<file path="src/rtl/shifter_operand2.sv">
// ARM operand-2 shifter feeding the ALU B input and the shifter carry-out.
// Register form: LSL/LSR/ASR/ROR by shift_amt. Immediate form: imm8 ROR 2*rot.
// Default build is iterative (one bit position per clock, latency N+1).
// Define SHIFTER_FAST_EN to use a single-cycle barrel shifter with the
// same outputs; done then always follows start by one cycle.
module shifter_operand2 #(
    parameter int WIDTH = 32
) (
    input  logic             clk,
    input  logic             reset,
    input  logic             start,
    input  logic             imm_mode,
    input  logic [1:0]       shift_type,
    input  logic [7:0]       shift_amt,
    input  logic [WIDTH-1:0] rm,
    input  logic [7:0]       imm8,
    input  logic [3:0]       rot,
    input  logic             cin,
    output logic             busy,
    output logic             done,
    output logic [WIDTH-1:0] result,
    output logic             sh_co
);

    typedef enum logic [1:0] {S_IDLE, S_SHIFT, S_DONE} state_t;

    localparam logic [1:0] T_LSL = 2'b00;
    localparam logic [1:0] T_LSR = 2'b01;
    localparam logic [1:0] T_ASR = 2'b10;
    localparam logic [1:0] T_ROR = 2'b11;

    state_t           state_q, state_d;
    logic [WIDTH-1:0] work_q, work_d, work_nxt;
    logic [WIDTH-1:0] result_q, result_d;
    logic             carry_q, carry_d, carry_nxt;
    logic             sh_co_q, sh_co_d;
    logic             busy_q, busy_d;
    logic             done_q, done_d;
    logic [5:0]       cnt_q, cnt_d;
    logic [1:0]       type_q, type_d;

    logic [WIDTH-1:0] op_start;
    logic [1:0]       type_start;
    logic [5:0]       n_start;
    logic             co_zero;

`ifdef SHIFTER_FAST_EN
    // Closed-form equivalent of n single-bit steps; returns {carry, value}.
    function automatic logic [WIDTH:0] barrel(input logic [WIDTH-1:0] v,
                                              input logic [1:0] t,
                                              input logic [5:0] n,
                                              input logic ci);
        logic [2*WIDTH-1:0] ext;
        logic [WIDTH-1:0]   res;
        logic               co;
        ext = '0;
        res = v;
        co  = ci;
        if (n != 6'd0) begin
            case (t)
                T_LSL: begin
                    ext = {{WIDTH{1'b0}}, v} << n;
                    res = ext[WIDTH-1:0];
                    co  = ext[WIDTH];
                end
                T_LSR: begin
                    ext = {v, {WIDTH{1'b0}}} >> n;
                    res = ext[2*WIDTH-1:WIDTH];
                    co  = ext[WIDTH-1];
                end
                T_ASR: begin
                    ext = $signed({v, {WIDTH{1'b0}}}) >>> n;
                    res = ext[2*WIDTH-1:WIDTH];
                    co  = ext[WIDTH-1];
                end
                default: begin
                    ext = {v, v} >> n;
                    res = ext[WIDTH-1:0];
                    co  = res[WIDTH-1];
                end
            endcase
        end
        return {co, res};
    endfunction
`endif

    // Decode the operand, effective iteration count and zero-count carry at start.
    always_comb begin
        op_start   = imm_mode ? WIDTH'(imm8) : rm;
        type_start = imm_mode ? T_ROR : shift_type;
        co_zero    = cin;
        n_start    = 6'd0;
        if (imm_mode) begin
            n_start = {1'b0, rot, 1'b0};
        end else begin
            case (shift_type)
                T_LSL, T_LSR: n_start = (shift_amt > 8'd33) ? 6'd33 : shift_amt[5:0];
                T_ASR:        n_start = (shift_amt > 8'd32) ? 6'd32 : shift_amt[5:0];
                default: begin
                    n_start = {1'b0, shift_amt[4:0]};
                    // ROR by a nonzero multiple of 32 leaves rm intact but sets C to bit 31.
                    if (shift_amt != 8'd0 && shift_amt[4:0] == 5'd0) co_zero = rm[WIDTH-1];
                end
            endcase
        end
    end

    // One single-bit step of the working register; the carry takes the bit moved out.
    always_comb begin
        work_nxt  = work_q;
        carry_nxt = carry_q;
        case (type_q)
            T_LSL: begin
                carry_nxt = work_q[WIDTH-1];
                work_nxt  = {work_q[WIDTH-2:0], 1'b0};
            end
            T_LSR: begin
                carry_nxt = work_q[0];
                work_nxt  = {1'b0, work_q[WIDTH-1:1]};
            end
            T_ASR: begin
                carry_nxt = work_q[0];
                work_nxt  = {work_q[WIDTH-1], work_q[WIDTH-1:1]};
            end
            default: begin
                carry_nxt = work_q[0];
                work_nxt  = {work_q[0], work_q[WIDTH-1:1]};
            end
        endcase
    end

    // Next-state and registered-output logic for the start/busy/done handshake.
    always_comb begin
        state_d  = state_q;
        work_d   = work_q;
        carry_d  = carry_q;
        cnt_d    = cnt_q;
        type_d   = type_q;
        result_d = result_q;
        sh_co_d  = sh_co_q;
        busy_d   = 1'b0;
        done_d   = 1'b0;
        case (state_q)
            S_IDLE: begin
                if (start) begin
`ifdef SHIFTER_FAST_EN
                    {sh_co_d, result_d} = barrel(op_start, type_start, n_start, co_zero);
                    state_d = S_DONE;
                    busy_d  = 1'b1;
                    done_d  = 1'b1;
`else
                    work_d  = op_start;
                    carry_d = cin;
                    type_d  = type_start;
                    cnt_d   = n_start;
                    busy_d  = 1'b1;
                    if (n_start == 6'd0) begin
                        result_d = op_start;
                        sh_co_d  = co_zero;
                        state_d  = S_DONE;
                        done_d   = 1'b1;
                    end else begin
                        state_d = S_SHIFT;
                    end
`endif
                end
            end
            S_SHIFT: begin
                busy_d  = 1'b1;
                work_d  = work_nxt;
                carry_d = carry_nxt;
                cnt_d   = cnt_q - 6'd1;
                if (cnt_q == 6'd1) begin
                    result_d = work_nxt;
                    sh_co_d  = carry_nxt;
                    state_d  = S_DONE;
                    done_d   = 1'b1;
                end
            end
            default: begin
                state_d = S_IDLE;
            end
        endcase
    end

    // State and output registers with synchronous reset.
    always_ff @(posedge clk) begin
        if (reset) begin
            state_q  <= S_IDLE;
            work_q   <= '0;
            carry_q  <= 1'b0;
            cnt_q    <= 6'd0;
            type_q   <= T_LSL;
            result_q <= '0;
            sh_co_q  <= 1'b0;
            busy_q   <= 1'b0;
            done_q   <= 1'b0;
        end else begin
            state_q  <= state_d;
            work_q   <= work_d;
            carry_q  <= carry_d;
            cnt_q    <= cnt_d;
            type_q   <= type_d;
            result_q <= result_d;
            sh_co_q  <= sh_co_d;
            busy_q   <= busy_d;
            done_q   <= done_d;
        end
    end

    assign busy   = busy_q;
    assign done   = done_q;
    assign result = result_q;
    assign sh_co  = sh_co_q;

endmodule

</file>
<file path="config.mk">
export PLATFORM = sky130hd
export DESIGN_NAME = shifter_operand2
export DESIGN_NICKNAME = d
export VERILOG_FILES = /design/src/rtl/shifter_operand2.sv
export SDC_FILE = /design/constraint.sdc
export NUM_CORES = 1
export LEC_CHECK = 0
export CORE_ASPECT_RATIO = 0.6
export CORE_MARGIN = 5
export CORE_UTILIZATION = 50
export DETAILED_ROUTE_END_ITERATION = 8
export PLACE_DENSITY = 0.84
export SETUP_SLACK_MARGIN = 0.5
export SLEW_MARGIN = 20
export SYNTH_ARGS = -nofsm -noshare
export SYNTH_HDL_FRONTEND = slang
export SYNTH_SLANG_ARGS = --single-unit
</file>
<file path="constraint.sdc">
create_clock -name clk -period 2.25 [get_ports clk]
set_input_delay 0.675 -clock clk [delete_from_list [all_inputs] [get_ports clk]]
set_output_delay 0.675 -clock clk [all_outputs]
set_load 0.005 [all_outputs]
</file>
; Word-level counts from Yosys, hierarchy flattened
; Index checks and enable logic that the tools add are counted.
[op_classes]
n_addsub = 1
multipliers = 0
n_div = 0
magnitude_cmp = 2
n_eq_ne = 9
shift = 0
mux = 33
bitwise = 0
n_reduce_logical = 14
[ops]
columns = cell, n
row1 = $mux 32, 5
row2 = $pmux 32 s2, 2
row3 = $pmux 32 s3, 1
row4 = $mux 6, 4
row5 = $pmux 6 s2, 2
row6 = $gt 8x6->1 const B, 2
row7 = $mux 1, 11
row8 = $mux 2, 4
row9 = $reduce_bool 8->1, 1
row10 = $eq 2x1->1 const B, 3
row11 = $eq 6x1->1 const B, 1
row12 = $logic_not 2->1, 3
row13 = $logic_not 6->1, 1
row14 = $ne 2x2->1 const B, 3
row15 = $pmux 1 s2, 3
row16 = $reduce_and 2->1, 3
row17 = $sub 6x1->6 const B, 1
row18 = $logic_not 5->1, 1
row19 = $eq 2x2->1 const B, 2
row20 = $pmux 2 s2, 1
row21 = $reduce_and 4->1, 1
row22 = $reduce_or 3->1, 1
row23 = $reduce_bool 2->1, 1
row24 = $reduce_or 2->1, 1
row25 = $logic_and 1x1->1, 1
[word_totals]
reg_bits = 77
latch_bits = 0
ram_bits = 0
mem_bits_ro = 0
input_bits = 59
word_cells = 67
n_memories = 0

; Longest topological paths before layout
[logic_depth]
depth_word = 8
mapped_depth = 8
mapped_depth_nobuf = 7

; Least setup slack after synthesis
; No wires, ideal clock.
[synth_path]
path_type = input-to-reg
startpoint = input port imm_mode
endpoint = register result_q[15], in the netlist result[15]
setup_time_ns = 0.146
arrival_time_ns = 1.959
required_ns = 2.104
path_slack_ns = 0.144
stages = 7
n_path_buf = 3
cell_sequence = buf_6 -> nor4_4 -> nor2_1 -> o32ai_4 -> buf_6 -> buf_6 -> a211oi_2
[synth_via]
elab_chain_cells = 4
word_cells_on_any_way = 8
[synth_rtl]
columns = element, line_no
row1 = start: declaration, 12  ; input logic imm_mode,
row2 = $mux 6 / $mux 32 (equally long branches), "93, 89"
row3 = $logic_not 6->1 / $mux 32 (equally long branches), 157  ; if (n_start == 6'd0) begin
row4 = $ne 2x2->1 (no source line) / $mux 32 (equally long branches), n/a
row5 = $reduce_and 4->1 (no source line) / $pmux 32 s2 (equally long branches), n/a
row6 = end signal: assignment, 204  ; result_q <= result_d;
row7 = end: declaration, 34  ; logic [WIDTH-1:0] result_q, result_d;
; Parallel ways exist; a longest one is shown, timed or not. The select of a mux whose other input is x is not followed.
; A chain may end at the register's enable or synchronous reset.

; Worst setup path after layout
[layout_path]
startpoint = input port rot[3]
endpoint = register result_q[29], in the netlist result[29]
[layout_via]
elab_chain_cells = 4
[layout_rtl]
columns = element, line_no
row1 = start: declaration, 17  ; input logic [3:0] rot,
row2 = $mux 6, 93  ; if (imm_mode) begin
row3 = $logic_not 6->1, 157
row4 = $ne 2x2->1 (no source line), n/a
row5 = $reduce_and 4->1 (no source line), n/a
; Every way passes these cells.

==> impl_metrics.py <==
metrics = {
    "cells_and_area": {
        "final_cell_mix": "nand2_1, dfxtp_1, nor2_1, a21oi_1, clkdlybuf4s50_1",
        "instances_no_fill": 722,
        "fillers": 488,
        "n_antenna_cell": 0,
        "areaGrowthSynthToFinish_pct": 55.6,
        "final_layout_size_suffix_gt1_share_pct": 29.3,
        "final_common_cell": "nand2_1",
        "nets": 671,
    },
    "clocking": {
        "clock_sinks": 77,
        "cts.clk_slew.worst_paths_ns": 0.06,
        "clockBufferDepth": 2,
        "clk_root_buffer_cell": "clkbuf_16",
        "htree_num_levels": 3,
        "cts-buffers-inserted": 9,
        "clk_latency_ns": 0.35,
        "cts_tree": "done",
    },
    "worst_setup_path": {
        "critical-path-slowest-cell": "nor4b_4",
        "crit_top_cell": "buf_6",
        "crit_buf_inv": 4,
        "required_ns": 2.50,
        "path_cells": "buf_8 > nor4b_4 > nor2_2 > o32ai_4 > buf_6 > buf_6 > buf_12 > nor2_1 > a211oi_2",
        "path_class": "in -> reg",
        "cp_top_family": "buffers and inverters",
        "ff2ff_setup_slack_ns": 0.35,
        "critPathMaxFanout": 8,
        "rr_worst_depth": 8,
        "cp-end-kind": "flip-flop",
        "rr_endpoint": "result[29]$_SDFFE_PP0P_",
        "critPathArrivalTime_ns": 2.20,
        "max_stage_delay_ns": 0.32,
        "startpoint_type": "input port",
        "crit-reg2reg-launch": "cnt_q[3]$_SDFFE_PP0P_",
    },
    "sta": {
        "slew_headroom_pct": 72.7,
        "fin_skew_ns": 0.00896,
        "hold_viol": 0,
        "rsz0062_at_grt": "yes",
        "min_period_ns": 1.95,
        "fmax_mhz": 514,
        "fin_ws_ns": 0.304,
        "worstMarginPinSlew_ns": 0.409,
        "drv_slew": 0,
        "setup_viol_count_final": 0,
        "holdWs_ns": 0.488,
        "fin_crit_sh_pct": 86.5,
    },
    "power_and_ir_drop": {
        "power_density_nw_per_um2": 709,
        "peakVddDrop_mv": 0.454,
        "p_leak_nw": 2.42,
        "p_sw_share_pct": 28.8,
        "p_int_w": 0.00308,
        "seq_power_share_pct": 36.7,
        "power_frac_comb_pct": 23.3,
        "total_power_w": 0.00433,
        "p_sw_w": 0.00125,
        "clkPwrFrac_pct": 40.0,
    },
    "placement": {
        "place_inst": 684,
        "dp_hpwl_um": 7980,
        "io_buffers": 93,
        "place_ws_ns": -0.415,
        "gp_congestion": 0.831,
    },
    "global_route": {
        "grt_pass1_vias": 4285,
        "grt_max_degree": 46,
        "antenna_found_initial": 0,
        "grt_usage_pct": 27.9,
        "grt_pass1_wl_um": 22200,
        "grt-ovfl-total": 0,
    },
    "detailed_routing": {
        "wl_per_cell_um": 19.8,
        "wirelength_um": 14300,
        "drtPass1Iterations": 5,
        "vias_per_cell": 6.11,
        "initialDrtViolationCount": 513,
        "drcViolationCount": 0,
        "drtAntennaViolNets": 0,
        "vias": 4413,
    },
    "die": {
        "core_um2": 7760,
        "num_rows": 25,
        "dieArea_um2": 9770,
        "dieHeight_um": 78.6,
        "die_w_um": 124,
        "start_util_pct": 50.5,
        "ios": 94,
    },
    "synth": {
        "synth_edf_count": 0,
        "netlist_area_um2": 3920,
        "ys_ff_latch": 77,
        "yosysUniqueCellTypes": 44,
        "syn_inst": 479,
        "ys_seq_area_share_pct": 39.3,
        "synth-main-ff-cell": "dfxtp_1",
        "yosysWarnings": 0,
        "avgSynthCellArea_um2": 8.18,
        "syn_nets": 540,
        "async_flop_share_pct": 0,
    },
    "status": {
        "status": "finished, final reports clean",
    },
    "flow_run": {
        "cap_violations": 0,
    },
    "min_path": {
        "holdPathStages": 2,
        "min_path_type": "reg -> reg",
        "hold_end": "work_q[7]$_SDFFE_PP0P_",
        "hp-start": "work_q[7]$_SDFFE_PP0P_",
    },
}
[power groups by stage]
stage          combinational, W  sequential, W  clock [W]
5_1_grt                 0.00108        0.00160    0.00179
4_1_cts                0.000926        0.00157    0.00171
2_1_floorplan          0.000519        0.00157          0
3_3_place_gp           0.000829        0.00159          0
3_5_place_dp           0.000856        0.00159          0
6_report                0.00101        0.00159    0.00173
[cell type report]
| type | count | area, um2 | share of cell area (%) |
|---|---|---|---|
| timing repair buffer | 162 | 1680 | 27.6 |
| tap | 108 | 135 | 2.22 |
| clock inverter | 4 | 95.1 | 1.56 |
| clock buffer | 11 | 253 | 4.14 |
| multi-input combinational | 356 | 2360 | 38.7 |
| inverter | 4 | 15.0 | 0.246 |
| sequential | 77 | 1560 | 25.5 |
[Yosys cell counts, drive strengths merged (2+ instances only)]
library cell | count | area [um2]
nor2 | 71 | 267
nand2b | 2 | 12.5
clkbuf | 25 | 93.8
or3b | 2 | 17.5
dfxtp | 77 | 1540
buf | 17 | 129
or2 | 2 | 12.5
ha | 2 | 25.0
mux2i | 19 | 190
nor3 | 10 | 50.1
nand2 | 72 | 270
inv | 3 | 11.3
a21oi | 48 | 240
a211oi | 58 | 556
nor2b | 9 | 56.3
nor4 | 4 | 40.0
nand3 | 5 | 25.0
a31oi | 26 | 163
o21ai | 10 | 53.8
[metal layers]
| layer | vias up | wire length, um | track usage (%) | share of wire (%) |
|---|---|---|---|---|
| li1 | 1975 | - | - | - |
| met1 | 2077 | 5810 | 35.1 | 41 |
| met2 | 298 | 6620 | 45.7 | 46 |
| met3 | 63 | 1290 | 7.89 | 9.0 |
| met4 | 0 | 593 | 10.8 | 4.1 |
| met5 | - | 0 | 0 | 0 |
[worst register-to-register path, delay by kind of cell (launching register included)]
family / cells / cell delay, ns
buffers and inverters: 3 / 0.44
and+or+nand+nor: 3 / 0.62
DFF: 1 / 0.38
AOI/OAI and AO/OA: 2 / 0.37
[registers in the layout, indices dropped and copies added, names as in the netlist]
register and cells:
busy 1, cnt_q 6, done 1, result 32
sh_co 1, state_q 2, type_q 2, work_q 32
[worst max-delay path by stage]
| stage | startpoint | to | slack [ns] | depth (start not counted) |
|---|---|---|---|---|
| final | rot[3] | result[29]$_SDFFE_PP0P_ | 0.30 | 9 |
| after global routing | rot[3] | result[29]$_SDFFE_PP0P_ | 0.27 | 9 |
| after CTS | rot[3] | result[1]$_SDFFE_PP0P_ | 0.37 | 8 |
| after detailed placement | imm_mode | result[18]$_SDFFE_PP0P_ | -0.41 | 8 |
| after global placement | imm_mode | result[31]$_SDFFE_PP0P_ | -0.36 | 8 |
| after floorplan | start | result[15]$_SDFFE_PP0P_ | 0.24 | 6 |
[cell families (layout without fill, tap and decap cells)]
logic type	count (synthesis)	in the layout	synth area share, %
compound gates	151	151	28.2
simple gates	183	183	20.6
fa+ha+maj	2	2	0.638
flops	77	77	39.3
mux	20	20	5.14
buf+inv	46	181	6.06
[per-stage QoR]
| step | util, % | cell area, um2 | setup TNS [ns] |
|---|---|---|---|
| global route | 78.6 | 6100 | 0 |
| finish | 78.6 | 6100 | 0 |
| global placement | 67.6 | 5240 | -16.10 |
| detailed placement | 67.6 | 5240 | -19.58 |
| floorplan | - | 4000 | 0 |
| CTS | 77.1 | 5980 | 0 |
[timing repair]
action                     in CTS  in global routing
hold buffers                    0                  0
cloned                          5                  0
setup endpoints to repair     111                 58
buffers inserted               17                  1
pin swaps                      25                 19
gates resized for setup       151                 34
(Power assumes the default switching activity.)
